$ cat src/rtl/load_store_unit.sv
// ----------------------------------------------------------------------------
// load_store_unit
//
// Converts RV32I byte/halfword/word loads and stores into whole-word accesses
// on a data memory that has no byte enables. Loads are extracted and sign- or
// zero-extended in the same cycle from the combinational read data. Word
// stores go straight through. Sub-word stores become a two-cycle
// read-modify-write: the first cycle reads the target word, merges the new
// lane(s) and stalls upstream; the second cycle writes the merged word.
//
// Ports:
//   clk         clock, all state updates on the rising edge
//   rst         synchronous active-high reset
//   MemRead     load request this cycle
//   MemWrite    store request this cycle (wins over MemRead)
//   funct3      RV32I width/sign code
//   ALUresult   byte address
//   WriteData   store data, low-order lanes used for sub-word stores
//   ReadData    extended load result (0 when no legal load is decoded)
//   stall       upstream must hold its request and not advance
//   access_err  misaligned or illegal-funct3 access this cycle
//   mem_addr    word index to memory = {2'b00, addr[31:2]}
//   mem_wen     memory write enable
//   mem_wdata   word written to memory
//   mem_rdata   combinational read data for mem_addr
// ----------------------------------------------------------------------------
module load_store_unit #(
    parameter int DATA_WIDTH    = 32,
    parameter int ADDRESS_WIDTH = 16
) (
    input  logic                  clk,
    input  logic                  rst,
    input  logic                  MemRead,
    input  logic                  MemWrite,
    input  logic [2:0]            funct3,
    input  logic [DATA_WIDTH-1:0] ALUresult,
    input  logic [DATA_WIDTH-1:0] WriteData,
    output logic [DATA_WIDTH-1:0] ReadData,
    output logic                  stall,
    output logic                  access_err,
    output logic [DATA_WIDTH-1:0] mem_addr,
    output logic                  mem_wen,
    output logic [DATA_WIDTH-1:0] mem_wdata,
    input  logic [DATA_WIDTH-1:0] mem_rdata
);

    // The lane logic below is written for a 32-bit word; ADDRESS_WIDTH only
    // matters to the memory, which truncates the word index itself.
    if (DATA_WIDTH != 32 || ADDRESS_WIDTH < 1 || ADDRESS_WIDTH > DATA_WIDTH - 2)
    begin : g_bad_params
        $error("load_store_unit: unsupported DATA_WIDTH/ADDRESS_WIDTH");
    end

    localparam logic StIdle  = 1'b0;
    localparam logic StWrite = 1'b1;

    logic                  state_q, state_d;
    logic [DATA_WIDTH-1:0] lat_addr_q, lat_addr_d;
    logic [DATA_WIDTH-1:0] lat_wdata_q, lat_wdata_d;

    logic [1:0]            lane;
    logic [DATA_WIDTH-1:0] word_idx;
    logic                  load_ok, store_ok;
    logic                  is_store, is_load, in_idle;
    logic                  word_store, sub_store, load_go;
    logic [7:0]            byte_sel;
    logic [15:0]           half_sel;
    logic [DATA_WIDTH-1:0] load_data;
    logic [DATA_WIDTH-1:0] merged;

    assign lane     = ALUresult[1:0];
    assign word_idx = {2'b00, ALUresult[DATA_WIDTH-1:2]};

    // Width/alignment legality per funct3, separately for loads and stores.
    always_comb begin
        load_ok  = 1'b0;
        store_ok = 1'b0;
        case (funct3)
            3'b000: begin
                load_ok  = 1'b1;
                store_ok = 1'b1;
            end
            3'b001: begin
                load_ok  = ~lane[0];
                store_ok = ~lane[0];
            end
            3'b010: begin
                load_ok  = (lane == 2'b00);
                store_ok = (lane == 2'b00);
            end
            3'b100:  load_ok = 1'b1;
            3'b101:  load_ok = ~lane[0];
            default: ;
        endcase
    end

    // A simultaneous read and write is treated purely as a store.
    assign is_store = MemWrite;
    assign is_load  = MemRead & ~MemWrite;
    // New requests are only decoded in IDLE and never during reset.
    assign in_idle  = (state_q == StIdle) & ~rst;

    assign word_store = in_idle & is_store & store_ok & (funct3[1:0] == 2'b10);
    assign sub_store  = in_idle & is_store & store_ok & (funct3[1:0] != 2'b10);
    assign load_go    = in_idle & is_load & load_ok;

    assign access_err = in_idle & ((is_store & ~store_ok) | (is_load & ~load_ok));

    // Load lane extraction and extension.
    assign byte_sel = mem_rdata[{lane, 3'b000} +: 8];
    assign half_sel = lane[1] ? mem_rdata[31:16] : mem_rdata[15:0];

    always_comb begin
        load_data = '0;
        case (funct3)
            3'b000:  load_data = {{24{byte_sel[7]}}, byte_sel};
            3'b001:  load_data = {{16{half_sel[15]}}, half_sel};
            3'b010:  load_data = mem_rdata;
            3'b100:  load_data = {24'b0, byte_sel};
            3'b101:  load_data = {16'b0, half_sel};
            default: load_data = '0;
        endcase
    end

    assign ReadData = load_go ? load_data : '0;

    // Read-modify-write merge: current word with the target lane(s) replaced.
    always_comb begin
        merged = mem_rdata;
        if (funct3[0]) begin
            if (lane[1]) begin
                merged[31:16] = WriteData[15:0];
            end else begin
                merged[15:0] = WriteData[15:0];
            end
        end else begin
            merged[{lane, 3'b000} +: 8] = WriteData[7:0];
        end
    end

    // Memory-side outputs; the WRITE cycle replays the latched address/word.
    assign mem_addr  = (state_q == StWrite) ? lat_addr_q  : word_idx;
    assign mem_wdata = (state_q == StWrite) ? lat_wdata_q : WriteData;
    assign mem_wen   = ~rst & ((state_q == StWrite) | word_store);
    assign stall     = sub_store;

    always_comb begin
        state_d     = state_q;
        lat_addr_d  = lat_addr_q;
        lat_wdata_d = lat_wdata_q;
        if (state_q == StWrite) begin
            state_d = StIdle;
        end else if (sub_store) begin
            state_d     = StWrite;
            lat_addr_d  = word_idx;
            lat_wdata_d = merged;
        end
    end

    always_ff @(posedge clk) begin
        if (rst) begin
            state_q     <= StIdle;
            lat_addr_q  <= '0;
            lat_wdata_q <= '0;
        end else begin
            state_q     <= state_d;
            lat_addr_q  <= lat_addr_d;
            lat_wdata_q <= lat_wdata_d;
        end
    end

endmodule

$ cat config.mk
export PLATFORM = sky130hd
export DESIGN_NAME = load_store_unit
export DESIGN_NICKNAME = d
export VERILOG_FILES = /design/src/rtl/load_store_unit.sv
export SDC_FILE = /design/constraint.sdc
export NUM_CORES = 1
export LEC_CHECK = 0
export BUFFER_PORTS_ARGS = -buffer_cell sky130_fd_sc_hd__buf_2
export CAP_MARGIN = 20
export CORE_AREA = 2 2 110 112
export DETAILED_ROUTE_END_ITERATION = 16
export DIE_AREA = 0 0 112 114
export PLACE_DENSITY = 0.69
export SLEW_MARGIN = 30
export SYNTH_ARGS = -nofsm -noshare
export SYNTH_HDL_FRONTEND = slang
export SYNTH_SLANG_ARGS = --single-unit
$ cat constraint.sdc
create_clock -name clk -period 5.6 [get_ports clk]
set_input_delay 1.4 -clock clk [delete_from_list [all_inputs] [get_ports clk]]
set_output_delay 1.4 -clock clk [all_outputs]
set_load 0.01 [all_outputs]
Word level (Yosys, flattened, before mapping). Cells that the tools add are included.

Bits in registers: 63. Latch bits: 0. RAM bits: 0. Bits in read-only memories: 0. Word-level logic and storage cells: 51. Memories kept: 0.

Add/subtract/negate cells: 1. Multiply operators: 0. Div/mod/pow operators: 0. Magnitude comparators: 0. Equality and inequality tests: 6. Shift operators: 3. Mux-type cells: 12. Bitwise logic cells: 20. Reductions and logical operators: 6.

Operators with widths (count): one-hot mux 32 bit (5 select lines) (1); 2-to-1 mux 32 bit (3); 2-to-1 mux 16 bit (3); bitwise mux 32 bit (1); variable shift 8 x 7 -> 32 bit (first input constant) (1); variable part select 32 x 6 -> 8 bit (1); variable part select 8 x 7 -> 32 bit (1); 2-to-1 mux 30 bit (1); bitwise AND 1 bit (12); negation 5 -> 7 bit (1); equality test 3 bit (second input constant) (2); NOT 1 bit (6); one-hot mux 1 bit (3 select lines) (2); OR reduction 2 bit (3); equality test 3 x 1 -> 1 bit (second input constant) (1); equality test 3 x 2 -> 1 bit (second input constant) (1); zero test 3 bit (1); equality test 2 bit (second input constant) (1); zero test 2 bit (1); != test 2 bit (second input constant) (1); OR 1 bit (2); AND reduction 2 bit (1); 2-to-1 mux 1 bit (1).

Logic depth before layout (Yosys ltp). Gate-level depths: netlist of the first run.

Depth in word-level cells: 7. Depth in mapped cells: 10.

Worst setup path before layout of the first run. Ideal clock, no wire load.

Kind: input-to-output. Start point: input ALUresult[1]. End point: output ReadData[3]. Arrival time: 3341 ps. Required time: 4200 ps. Path slack: 859 ps. Stages on the path: 10. Cells stage by stage: clkbuf_1 > buf_2 > inv_1 > ha_1 > nor2b_1 > o21ai_1 > or4_1 > clkbuf_1 > clkbuf_1 > a31oi_1.

Word-level cells in the longest chain between the ends: 4. Elaborated cells between the ends (all ways): 7.

RTL lines: start, declared (RTL line 36) `input logic [DATA_WIDTH-1:0] ALUresult,`; parallel branches: the longest is 3 deep, another holds variable part select 32 x 6 -> 8 bit; 2-to-1 mux 32 bit * (RTL line 125) `assign ReadData = load_go ? load_data : '0;`; end, declared (RTL line 38) `output logic [DATA_WIDTH-1:0] ReadData,`.

Every way passes the cells marked *.

Worst setup path after layout of the first run.
Start point: input ALUresult[1]. End point: output ReadData[4].

Same word-level chain as after synthesis.

==> impl_metrics.py, run 1 <==
metrics = {
    "sta": {
        "clock.fmax_ghz": 0.1924,
        "final-hold-violation-count": 0,
        "finalCritPeriodShare_pct": 92.81,
        "setup_total_negative_slack_ns": 0,
        "setup_viol": 0,
        "slew_of_the_pin_with_the_lowest_slew_margin_ns": 0.8901,
        "min_period_ns": 5.197,
        "final.hold.worst_slack_ns": 0.4487,
        "slew_headroom_pct": 40.66,
        "report.final.slew_viol_count": 0,
        "worst_clock_skew_ns": 0.007782,
        "post-route-worst-setup-slack_ns": 0.4026,
        "rsz_0062_raised_after_global_routing": "no",
    },
    "layout": {
        "number_of_nets_in_the_layout": 843,
        "syn_to_final_growth_pct": 29.29,
        "fraction_of_final_layout_cells_with_drive_strength_greater_than_1_pct": 40.60,
        "layout_commonest_cell": "buf_2",
        "antenna_cells": 0,
        "fillCellCount": 1164,
        "commonest_cells_after_routing_fill_and_taps_aside": "199 x buf_2, 111 x nand2_1, 89 x a21oi_1",
    },
    "global_route": {
        "antenna_violations_before_repair": 0,
        "grt_pass1_wl_um": 23540,
        "use_met3_pct": 4.782,
        "globalRouteMet2Util_pct": 37.62,
        "grt_remaining_overflow": 0,
        "groute.layer.met1.usage_pct": 30.26,
        "number_of_global_route_vias_before_repair": 4490,
        "grt_busiest_layer": "met2",
        "grt_start_max_net_pins": 94,
        "gr-usage-all-layers_pct": 23.08,
    },
    "clocking": {
        "cts_repair_resize_count": 0,
        "numCtsBuffers": 9,
        "cts-hold-fix-buffers": 0,
        "cts-root-to-sink-buffers": 2,
        "clkLatencyLatePin_ns": 0.33,
        "tritoncts": "yes",
        "cts_max_level": 3,
        "cts_post_setup_buffers_inserted": 0,
        "cts.reportedPaths.clkPinSlew_ns": 0.05,
        "ctsRootBufferMaster": "clkbuf_16",
        "sink_count_of_the_clock_tree": 63,
    },
    "setup_path": {
        "worst-endpoint-required_ns": 4.20,
        "regToRegEndpoint": "lat_wdata_q[18]$_SDFFE_PP0P_",
        "criticalPathCategory": "primary input to output pin",
        "crit-reg2reg-launch": "state_q$_SDFF_PP0_",
        "worstSetupStartpoint": "ALUresult[1]",
        "reg2reg_slack_ns": 3.55,
        "reg2reg_depth": 5,
        "cp-endpoint": "ReadData[4]",
        "worst_setup_path_start_kind": "primary input",
        "worst_ep_arrival_time_ns": 3.80,
        "endpoint_type_of_the_worst_setup_path": "output pin",
        "crit_fanout": 32,
    },
    "drt": {
        "detailed_route_drc_error_count": 0,
        "first_iter_violations": 353,
        "wl_per_cell_um": 17.32,
        "drt_pre_antenna_iters": 5,
        "drt.antenna.violating_nets": 0,
        "wirelength_um": 15350,
        "route.vias.total": 5006,
        "vias_per_cell": 5.650,
    },
    "synthesis": {
        "synth-edff-count": 0,
        "mappedNetlistArea_um2": 4562,
        "syn_inst": 570,
        "synthFlopType": "dfxtp_1",
        "mean_cell_area_of_the_mapped_netlist_um2": 8.003,
        "synthesis_stage_register_bit_count": 63,
        "warnings_synthesis": 0,
        "netlist.top_cell.by_area": "dfxtp_1",
        "synth_top_area_share_pct": 27.65,
        "synth.distinct_cells": 40,
        "synth_async_sr_flop_share_pct": 0,
        "main_area_contributors_after_synthesis": "dfxtp_1 28%, mux2_2 17%, a21oi_1 9.8%",
        "synth_sequential_area_ratio_pct": 27.65,
    },
    "floorplanning": {
        "design.portCount": 202,
        "core_region_area_um2": 11710,
        "die-area_um2": 12770,
        "initial_core_utilization_pct": 38.95,
        "floorplan.rows": 40,
        "floorplan.die.height_um": 114,
        "die_wd_um": 112,
    },
    "pwr": {
        "power_density_nw_per_um2": 218.3,
        "static-leakage-power_uw": 0.002518,
        "ir_drop_uv": 147.2,
    },
    "place": {
        "gpl.final_weighted_congestion": 0.9138,
        "dpl.hpwl_um": 11350,
        "placement.io_buffers": 199,
        "place_worst_setup_slack_ns": 0.3792,
    },
    "flow_run": {
        "cap_viol_max_count": 0,
    },
    "min_path": {
        "hold_path_class": "flop to flop",
    },
    "run_status": {
        "run_status": "finished clean",
    },
}
## layout make-up
class	count	area (um2)	share of cell area [%]
inverter	12	45.04	0.7637
clock inverter	3	42.54	0.7213
sequential	63	1262	21.40
multi-input combinational	439	3029	51.36
tap	147	183.9	3.118
clock buffer	12	256.5	4.349
timing repair buffer	210	1079	18.29
## Yosys cell counts, types with 2 or more instances
| master | number |
|---|---|
| nor2_1 | 12 |
| mux2i_1 | 33 |
| nor4bb_1 | 3 |
| a31o_2 | 2 |
| a22oi_1 | 7 |
| dfxtp_1 | 63 |
| nand2b_1 | 2 |
| a221oi_1 | 30 |
| buf_2 | 12 |
| a222oi_1 | 4 |
| inv_1 | 12 |
| and3_1 | 3 |
| ha_1 | 5 |
| buf_4 | 2 |
| a21oi_1 | 89 |
| nand3_1 | 6 |
| and2_1 | 2 |
| mux2_2 | 68 |
| nor3b_1 | 2 |
| nand2_1 | 111 |
| buf_1 | 8 |
| a31oi_1 | 7 |
| a211oi_1 | 2 |
| o21ai_0 | 7 |
| clkbuf_1 | 34 |
| a211o_1 | 30 |
## per-stage QoR
step	util (%)	instance area, um2	total power (uW)	std cells
after floorplan	-	4566	623.7	571
after global placement	47.75	5592	734.4	871
after detailed placement	47.80	5598	738.7	871
after CTS	50.35	5897	1301	886
after global routing	50.36	5898	1347	886
final	50.36	5898	1288	886
## worst max-delay path, stage by stage
cell and delay, ns:
buf_2 0.23, inv_1 0.09, buf_4 0.16, ha_1 0.27
nor2b_1 0.16, o21ai_1 0.08, or4_2 0.93, a31oi_1 0.28
buf_2 0.17
## how the worst min path moves through the flow
| stage | startpoint | to | depth (start not counted) |
|---|---|---|---|
| final | lat_addr_q[8]$_SDFFE_PP0P_ | lat_addr_q[8]$_SDFFE_PP0P_ | 2 |
| after global routing | lat_addr_q[11]$_SDFFE_PP0P_ | lat_addr_q[11]$_SDFFE_PP0P_ | 2 |
| after CTS | lat_addr_q[25]$_SDFFE_PP0P_ | lat_addr_q[25]$_SDFFE_PP0P_ | 2 |
| after detailed placement | lat_addr_q[25]$_SDFFE_PP0P_ | lat_addr_q[25]$_SDFFE_PP0P_ | 2 |
| after global placement | lat_wdata_q[15]$_SDFFE_PP0P_ | lat_wdata_q[15]$_SDFFE_PP0P_ | 2 |
| after floorplan | lat_addr_q[0]$_SDFFE_PP0P_ | lat_addr_q[0]$_SDFFE_PP0P_ | 2 |
## sequential cells by signal, summed over array words and instances, names as in the netlist
signal,count
lat_wdata_q,32
lat_addr_q,30
state_q,1
## logic make-up (layout without fill, tap and decap cells)
family | after synthesis | in the layout | share of synthesized area [%]
compound gates | 183 | 183 | 26.71
simple gates | 148 | 148 | 13.82
mux | 101 | 101 | 24.03
buf+inv | 69 | 237 | 6.336
flops | 63 | 63 | 27.65
fa+ha+maj | 5 | 5 | 1.371
other cells | 1 | 2 | 0.08220
## layer usage
| metal | share of wire (%) | up-vias | wire [um] |
|---|---|---|---|
| li1 | - | 2423 | - |
| met1 | 44 | 2340 | 6686 |
| met2 | 46 | 215 | 7073 |
| met3 | 7.5 | 28 | 1152 |
| met4 | 2.8 | 0 | 433 |
| met5 | 0 | - | 0 |
## where the power goes
part | internal, uW | leakage [uW] | switching, uW | total [uW]
clock network | 365 | 0.000145 | 190 | 555
registers | 458 | 0.000510 | 4.56 | 462
logic | 116 | 0.00186 | 154 | 270
total | 938 | 0.00252 | 349 | 1290
Power figures use the tool's default switching activity.
==> inputs of run 2 (changes only) <==
--- a/config.mk
+++ b/config.mk
@@ -5,12 +5,12 @@
 export SDC_FILE = /design/constraint.sdc
 export NUM_CORES = 1
 export LEC_CHECK = 0
+export ABC_AREA = 1
 export BUFFER_PORTS_ARGS = -buffer_cell sky130_fd_sc_hd__buf_2
-export CAP_MARGIN = 20
-export CORE_AREA = 2 2 110 112
+export CORE_AREA = 2 2 119 121
 export DETAILED_ROUTE_END_ITERATION = 16
-export DIE_AREA = 0 0 112 114
-export PLACE_DENSITY = 0.69
+export DIE_AREA = 0 0 121 123
+export PLACE_DENSITY = 0.66
 export SLEW_MARGIN = 30
 export SYNTH_ARGS = -nofsm -noshare
 export SYNTH_HDL_FRONTEND = slang
==> run 2 against run 1 <==
Effect of this change:
- worst hold slack better by 0.063 ns
- global-route usage is 0.21 points lower
- cell area is 11% higher
- sequential power is 1% higher
- final cell count is 54% higher
- synthesized area is 16% higher
- die area is 17% higher
- count of clock-buffer cells in the layout is 3 lower
- clock power is 7.2% lower
- fmax is 12% higher
- combinational power is 17% higher
- critical path type unchanged
==> impl_metrics.py, run 2 <==
metrics = {
    "min_path": {
        "hold_end": "lat_addr_q[27]$_SDFFE_PP0P_",
        "hold_path_class": "flop to flop",
        "hold_start": "lat_addr_q[27]$_SDFFE_PP0P_",
        "whs_path_depth": 4,
    },
    "synthesis": {
        "synth_async_sr_flop_share_pct": 0,
        "main_area_contributors_after_synthesis": "nand2_1 26%, dfxtp_1 24%, o21ai_0 12%",
        "most_used_standard_cell_by_instance_count_after_synthesis": "nand2_1",
        "warnings_synthesis": 0,
        "synth_top_area_share_pct": 26.16,
        "synthFlopType": "dfxtp_1",
        "mappedNetlistArea_um2": 5294,
        "mean_cell_area_of_the_mapped_netlist_um2": 5.190,
        "syn_inst": 1020,
        "synth.distinct_cells": 26,
        "netlist.top_cell.by_area": "nand2_1",
        "synthesis_stage_register_bit_count": 63,
        "synth-edff-count": 0,
        "most_frequent_cells_after_synthesis": "369 x nand2_1, 145 x nor2_1, 124 x o21ai_0",
        "synth_sequential_area_ratio_pct": 23.82,
    },
    "sta": {
        "clock.fmax_ghz": 0.2150,
        "slew_headroom_pct": 46.59,
        "setup_total_negative_slack_ns": 0,
        "worst_clock_skew_ns": 0.01129,
        "finalCritPeriodShare_pct": 83.07,
        "final-hold-violation-count": 0,
        "post-route-worst-setup-slack_ns": 0.9481,
        "report.final.slew_viol_count": 0,
        "slew_of_the_pin_with_the_lowest_slew_margin_ns": 0.8012,
        "rsz_0062_raised_after_global_routing": "no",
        "min_period_ns": 4.652,
        "setup_viol": 0,
    },
    "setup_path": {
        "crit_fanout": 43,
        "worst-path-buf-inv": 5,
        "worst_setup_path_start_kind": "primary input",
        "critPathTopFamily": "buffers and inverters",
        "criticalPathCategory": "primary input to output pin",
        "endpoint_type_of_the_worst_setup_path": "output pin",
        "worst_ep_arrival_time_ns": 3.25,
        "worst-endpoint-required_ns": 4.20,
        "critical_path.most_common_cell": "nand2_1",
        "cp_max_delay_cell": "buf_2",
        "timing.critical_path.depth": 10,
        "worst_path_largest_cell_delay_ns": 0.51,
        "reg2reg_slack_ns": 3.05,
        "worstSetupStartpoint": "ALUresult[1]",
        "regToRegEndpoint": "lat_wdata_q[4]$_SDFFE_PP0P_",
        "crit_chain": "buf_2 > inv_1 > ha_1 > nand2_1 > nand2_1 > nand2_1 > buf_4 > o21bai_1 > inv_1 > buf_2",
        "reg2reg_depth": 9,
        "crit-reg2reg-launch": "state_q$_SDFF_PP0_",
    },
    "pwr": {
        "p_clk_share_pct": 39.6,
        "power_density_nw_per_um2": 197.8,
        "p_sw_uw": 427.7,
        "seq_power_share_pct": 36.0,
        "internal_power_uw": 871.6,
        "ir_drop_uv": 140.6,
        "comb_power_share_pct": 24.4,
        "static-leakage-power_uw": 0.003837,
        "p_sw_share_pct": 32.92,
    },
    "place": {
        "dpl.hpwl_um": 13140,
        "place_worst_setup_slack_ns": 0.9618,
        "placement.io_buffers": 199,
        "dpl_cell_area_um2": 6294,
        "gpl.final_weighted_congestion": 0.9426,
    },
    "drt": {
        "detailed_route_drc_error_count": 0,
        "route.vias.total": 6443,
        "vias_per_cell": 4.734,
        "wirelength_um": 17570,
        "drt_pre_antenna_iters": 6,
        "wl_per_cell_um": 12.91,
        "drt.antenna.violating_nets": 0,
        "first_iter_violations": 565,
    },
    "global_route": {
        "grt_start_max_net_pins": 120,
        "antenna_violations_before_repair": 0,
        "gr-usage-all-layers_pct": 22.87,
        "grt_remaining_overflow": 0,
        "number_of_global_route_vias_before_repair": 5342,
        "grt_pass1_wl_um": 27000,
    },
    "clocking": {
        "cts-root-to-sink-buffers": 2,
        "clkLatencyLatePin_ns": 0.33,
        "cts_repair_resize_count": 0,
        "cts_post_setup_buffers_inserted": 0,
        "tritoncts": "yes",
        "sink_count_of_the_clock_tree": 63,
        "cts-hold-fix-buffers": 0,
        "ctsRootBufferMaster": "clkbuf_16",
        "cts_max_level": 3,
        "cts.reportedPaths.clkPinSlew_ns": 0.05,
        "numCtsBuffers": 9,
    },
    "layout": {
        "antenna_cells": 0,
        "layout_commonest_cell": "nand2_1",
        "syn_to_final_growth_pct": 24.06,
        "fraction_of_final_layout_cells_with_drive_strength_greater_than_1_pct": 19.56,
        "largest_register_ff_count": 32,
        "commonest_cells_after_routing_fill_and_taps_aside": "369 x nand2_1, 199 x buf_2, 145 x nor2_1",
        "regMostFlops": "lat_wdata_q",
        "final_design_area_no_fill_um2": 6568,
        "top_regs": "lat_wdata_q (32), lat_addr_q (30), state_q (1)",
        "number_of_nets_in_the_layout": 1284,
    },
    "run_status": {
        "run_status": "finished clean",
    },
    "floorplanning": {
        "design.portCount": 202,
        "core_region_area_um2": 13610,
        "floorplan.die.height_um": 123,
        "floorplan.rows": 43,
        "initial_core_utilization_pct": 38.89,
        "die-area_um2": 14880,
        "die_wd_um": 121,
    },
    "flow_run": {
        "cap_viol_max_count": 0,
    },
}
-- run 2: changes by cell type after synthesis, sizes merged, moves of 7 or more --
| cell | previous run | this run |
|---|---|---|
| nand3 | 6 | 29 |
| nor2 | 12 | 147 |
| a21oi | 89 | 76 |
| a22oi | 7 | 0 |
| nand2 | 111 | 369 |
| inv | 12 | 127 |
| a211o | 30 | 0 |
| mux2i | 33 | 0 |
| buf | 23 | 33 |
| o21ai | 8 | 125 |
| a221oi | 30 | 0 |
| mux2 | 68 | 0 |
| o22ai | 0 | 7 |
-- run 2: power by group through the flow --
stage	logic (uW)	registers [uW]	clock network [uW]
3_5_place_dp	316	477	0
6_report	317	467	515
5_1_grt	359	469	551
4_1_cts	317	467	527
2_1_floorplan	191	475	0
3_3_place_gp	315	477	0
-- run 2: area by class of cell --
class / count / area (um2)
multi-input combinational: 767 / 3271
clock buffer: 9 / 225.2
tap: 180 / 225.2
clock inverter: 7 / 47.55
fill: 1544 / 7044
inverter: 129 / 484.2
timing repair buffer: 206 / 1052
sequential: 63 / 1262
-- run 2: routing by layer --
metal / part of all wire, % / routed length (um) / up-vias / GRT usage (%)
met5: 0 / 0 / - / 0
met4: 2.2 / 378 / 0 / 7.849
met3: 7.6 / 1329 / 23 / 3.506
met2: 45 / 7859 / 250 / 36.76
met1: 46 / 8004 / 2722 / 31.25
li1: - / - / 3448 / -
-- run 2: logic make-up after synthesis --
logic type      Yosys count  share of synthesized area [%]
buf+inv                 191                          14.61
fa+ha+maj                 5                          1.182
compound gates          213                          20.47
other cells               1                        0.07084
simple gates            547                          39.85
flops                    63                          23.82
-- run 2: worst reg2reg max path: stages (launching register included) --
cell and delay (ns):
dfxtp_2 0.69, inv_2 0.04, buf_4 0.34, nand2_1 0.22, nor2_1 0.08, nand3_4 0.13, buf_6 0.63, nand2_1 0.17
nand2_1 0.10, nor2_1 0.04
-- run 2: worst max-delay path by stage --
stage	endpoint	slack (ns)
3_3_place_gp	ReadData[0]	1.03
4_1_cts	ReadData[0]	0.97
2_1_floorplan	stall	1.24
3_5_place_dp	ReadData[0]	0.96
6_report	ReadData[0]	0.95
5_1_grt	ReadData[0]	0.76
-- run 2: metrics by stage --
stage,hold slack [ns],cells,util [%],power [uW]
2_1_floorplan,0.4890,1021,-,666.0
3_3_place_gp,0.4990,1345,46.21,792.2
3_5_place_dp,0.4993,1345,46.24,792.8
4_1_cts,0.5116,1361,48.24,1311
5_1_grt,0.5361,1361,48.25,1378
6_report,0.5114,1361,48.25,1299
==> inputs of run 3 (changes only) <==
==> constraint.sdc (replaced) <==
create_clock -name clk -period 4.8 [get_ports clk]
set_input_delay 1.2 -clock clk [delete_from_list [all_inputs] [get_ports clk]]
set_output_delay 1.2 -clock clk [all_outputs]
set_load 0.01 [all_outputs]
==> run 3 against run 2 <==
Effect of this change:
- core utilization grew 0.66 points
- highest routed layer unchanged
- cell area grew 1.4%
- count of clock-buffer cells in the layout increased by 1
==> impl_metrics.py, run 3 (same netlist as run 2, synthesis figures left out) <==
metrics = {
    "run_status": {
        "run_status": "finished clean",
    },
    "global_route": {
        "number_of_global_route_vias_before_repair": 5494,
        "antenna_violations_before_repair": 0,
        "grt_start_max_net_pins": 94,
        "grt_remaining_overflow": 0,
        "grt_pass1_wl_um": 27500,
        "gr-usage-all-layers_pct": 23.26,
    },
    "sta": {
        "final-hold-violation-count": 0,
        "setup_viol": 0,
        "worst_clock_skew_ns": 0.006699,
        "min_period_ns": 4.146,
        "clock.fmax_ghz": 0.2412,
        "slew_of_the_pin_with_the_lowest_slew_margin_ns": 0.7219,
        "finalCritPeriodShare_pct": 86.38,
        "rsz_0062_raised_after_global_routing": "no",
        "report.final.slew_viol_count": 0,
        "post-route-worst-setup-slack_ns": 0.6539,
        "setup_total_negative_slack_ns": 0,
        "slew_headroom_pct": 51.87,
    },
    "floorplanning": {
        "floorplan.rows": 43,
        "die_wd_um": 121,
        "floorplan.die.height_um": 123,
        "initial_core_utilization_pct": 38.89,
        "core_region_area_um2": 13610,
        "die-area_um2": 14880,
        "design.portCount": 202,
    },
    "min_path": {
        "hold_start": "lat_wdata_q[9]$_SDFFE_PP0P_",
        "hold_path_class": "flop to flop",
    },
    "setup_path": {
        "endpoint_type_of_the_worst_setup_path": "output pin",
        "worst-endpoint-required_ns": 3.60,
        "worst_ep_arrival_time_ns": 2.95,
        "crit-reg2reg-launch": "state_q$_SDFF_PP0_",
        "criticalPathCategory": "primary input to output pin",
        "crit_fanout": 21,
        "worstSetupStartpoint": "ALUresult[0]",
        "worst_setup_path_start_kind": "primary input",
    },
    "place": {
        "gpl.final_weighted_congestion": 0.9159,
        "dpl.hpwl_um": 13280,
        "place_worst_setup_slack_ns": 0.6804,
        "placement.io_buffers": 199,
    },
    "drt": {
        "drt_pre_antenna_iters": 6,
        "met3_wirelength_um": 1416,
        "first_iter_violations": 540,
        "topRoutingLayerUsed": "met4",
        "met2_layer_wire_length_in_the_routed_design_um": 7910,
        "routedLengthMet1_um": 7993,
        "drt.antenna.violating_nets": 0,
        "vias_per_cell": 4.794,
        "wirelength_um": 17760,
        "wl_per_cell_um": 13.00,
        "detailed_route_drc_error_count": 0,
        "route.vias.total": 6548,
    },
    "clocking": {
        "cts-root-to-sink-buffers": 2,
        "tritoncts": "yes",
        "sink_count_of_the_clock_tree": 63,
        "cts_post_setup_buffers_inserted": 0,
        "cts-hold-fix-buffers": 0,
        "cts_repair_resize_count": 0,
        "clkLatencyLatePin_ns": 0.33,
        "ctsRootBufferMaster": "clkbuf_16",
        "cts.reportedPaths.clkPinSlew_ns": 0.06,
        "cts_max_level": 3,
        "numCtsBuffers": 9,
    },
    "layout": {
        "fraction_of_final_layout_cells_with_drive_strength_greater_than_1_pct": 19.81,
        "regMostFlops": "lat_wdata_q",
        "antenna_cells": 0,
        "syn_to_final_growth_pct": 25.76,
        "layout_commonest_cell": "nand2_1",
        "number_of_nets_in_the_layout": 1289,
        "largest_register_ff_count": 32,
        "commonest_cells_after_routing_fill_and_taps_aside": "369 x nand2_1, 199 x buf_2, 145 x nor2_1",
        "fillCellCount": 1517,
        "top_regs": "lat_wdata_q (32), lat_addr_q (30), state_q (1)",
    },
    "pwr": {
        "p_sw_share_pct": 30.37,
        "p_clk_share_pct": 43.9,
        "static-leakage-power_uw": 0.003879,
        "ir_drop_uv": 172.5,
        "power_density_nw_per_um2": 245.8,
        "seq_power_share_pct": 33.2,
        "comb_power_share_pct": 22.9,
        "p_sw_uw": 497.0,
        "internal_power_uw": 1140,
    },
    "flow_run": {
        "cap_viol_max_count": 0,
    },
}
run 3: area by class of cell:
cell class / instances / area [um2] / share of cell area (%)
multi-input combinational: 767 / 3271 / 49.13
tap: 180 / 225.2 / 3.383
sequential: 63 / 1261 / 18.94
clock inverter: 6 / 91.34 / 1.372
timing repair buffer: 211 / 1086 / 16.31
clock buffer: 10 / 239.0 / 3.590
inverter: 129 / 484.2 / 7.273
run 3: critical path, cell delays in order:
cell     delay (ns)
buf_2          0.10
inv_1          0.19
ha_1           0.31
nand2_1        0.10
nand2_1        0.06
nand2_1        0.35
buf_4          0.32
a31oi_1        0.15
buf_2          0.16
run 3: path summary, 6_finish.rpt:
check / to / slack [ns] / cells after the start
max: ReadData[6] / 0.65 / 9
min: lat_wdata_q[9]$_SDFFE_PP0P_ / 0.51 / 4
max reg2reg: lat_wdata_q[16]$_SDFFE_PP0P_ / 2.38 / 10
min reg2reg: lat_wdata_q[9]$_SDFFE_PP0P_ / 0.51 / 4
run 3: power by group through the flow:
stage	Combinational (uW)	Clock, uW	Sequential [uW]
global placement	371	0	555
floorplan	223	0	554
detailed placement	371	0	555
global route	423	754	545
finish	375	718	544
CTS	373	730	544
run 3: through the flow:
stage	instance area, um2	util, %	hold slack [ns]	instances	power (uW)
4_1_cts	6658	48.91	0.5105	1366	1647
5_1_grt	6658	48.91	0.5363	1366	1722
3_3_place_gp	6327	46.48	0.5006	1350	925.1
3_5_place_dp	6327	46.48	0.4994	1350	926.4
2_1_floorplan	5298	-	0.4890	1021	777.0
6_report	6658	48.91	0.5132	1366	1637
run 3: routing by layer:
layer / vias to the layer above / GRT usage (%)
li1: 3462 / -
met1: 2789 / 31.11
met2: 264 / 37.99
met3: 33 / 3.506
met4: 0 / 8.503
met5: - / 0
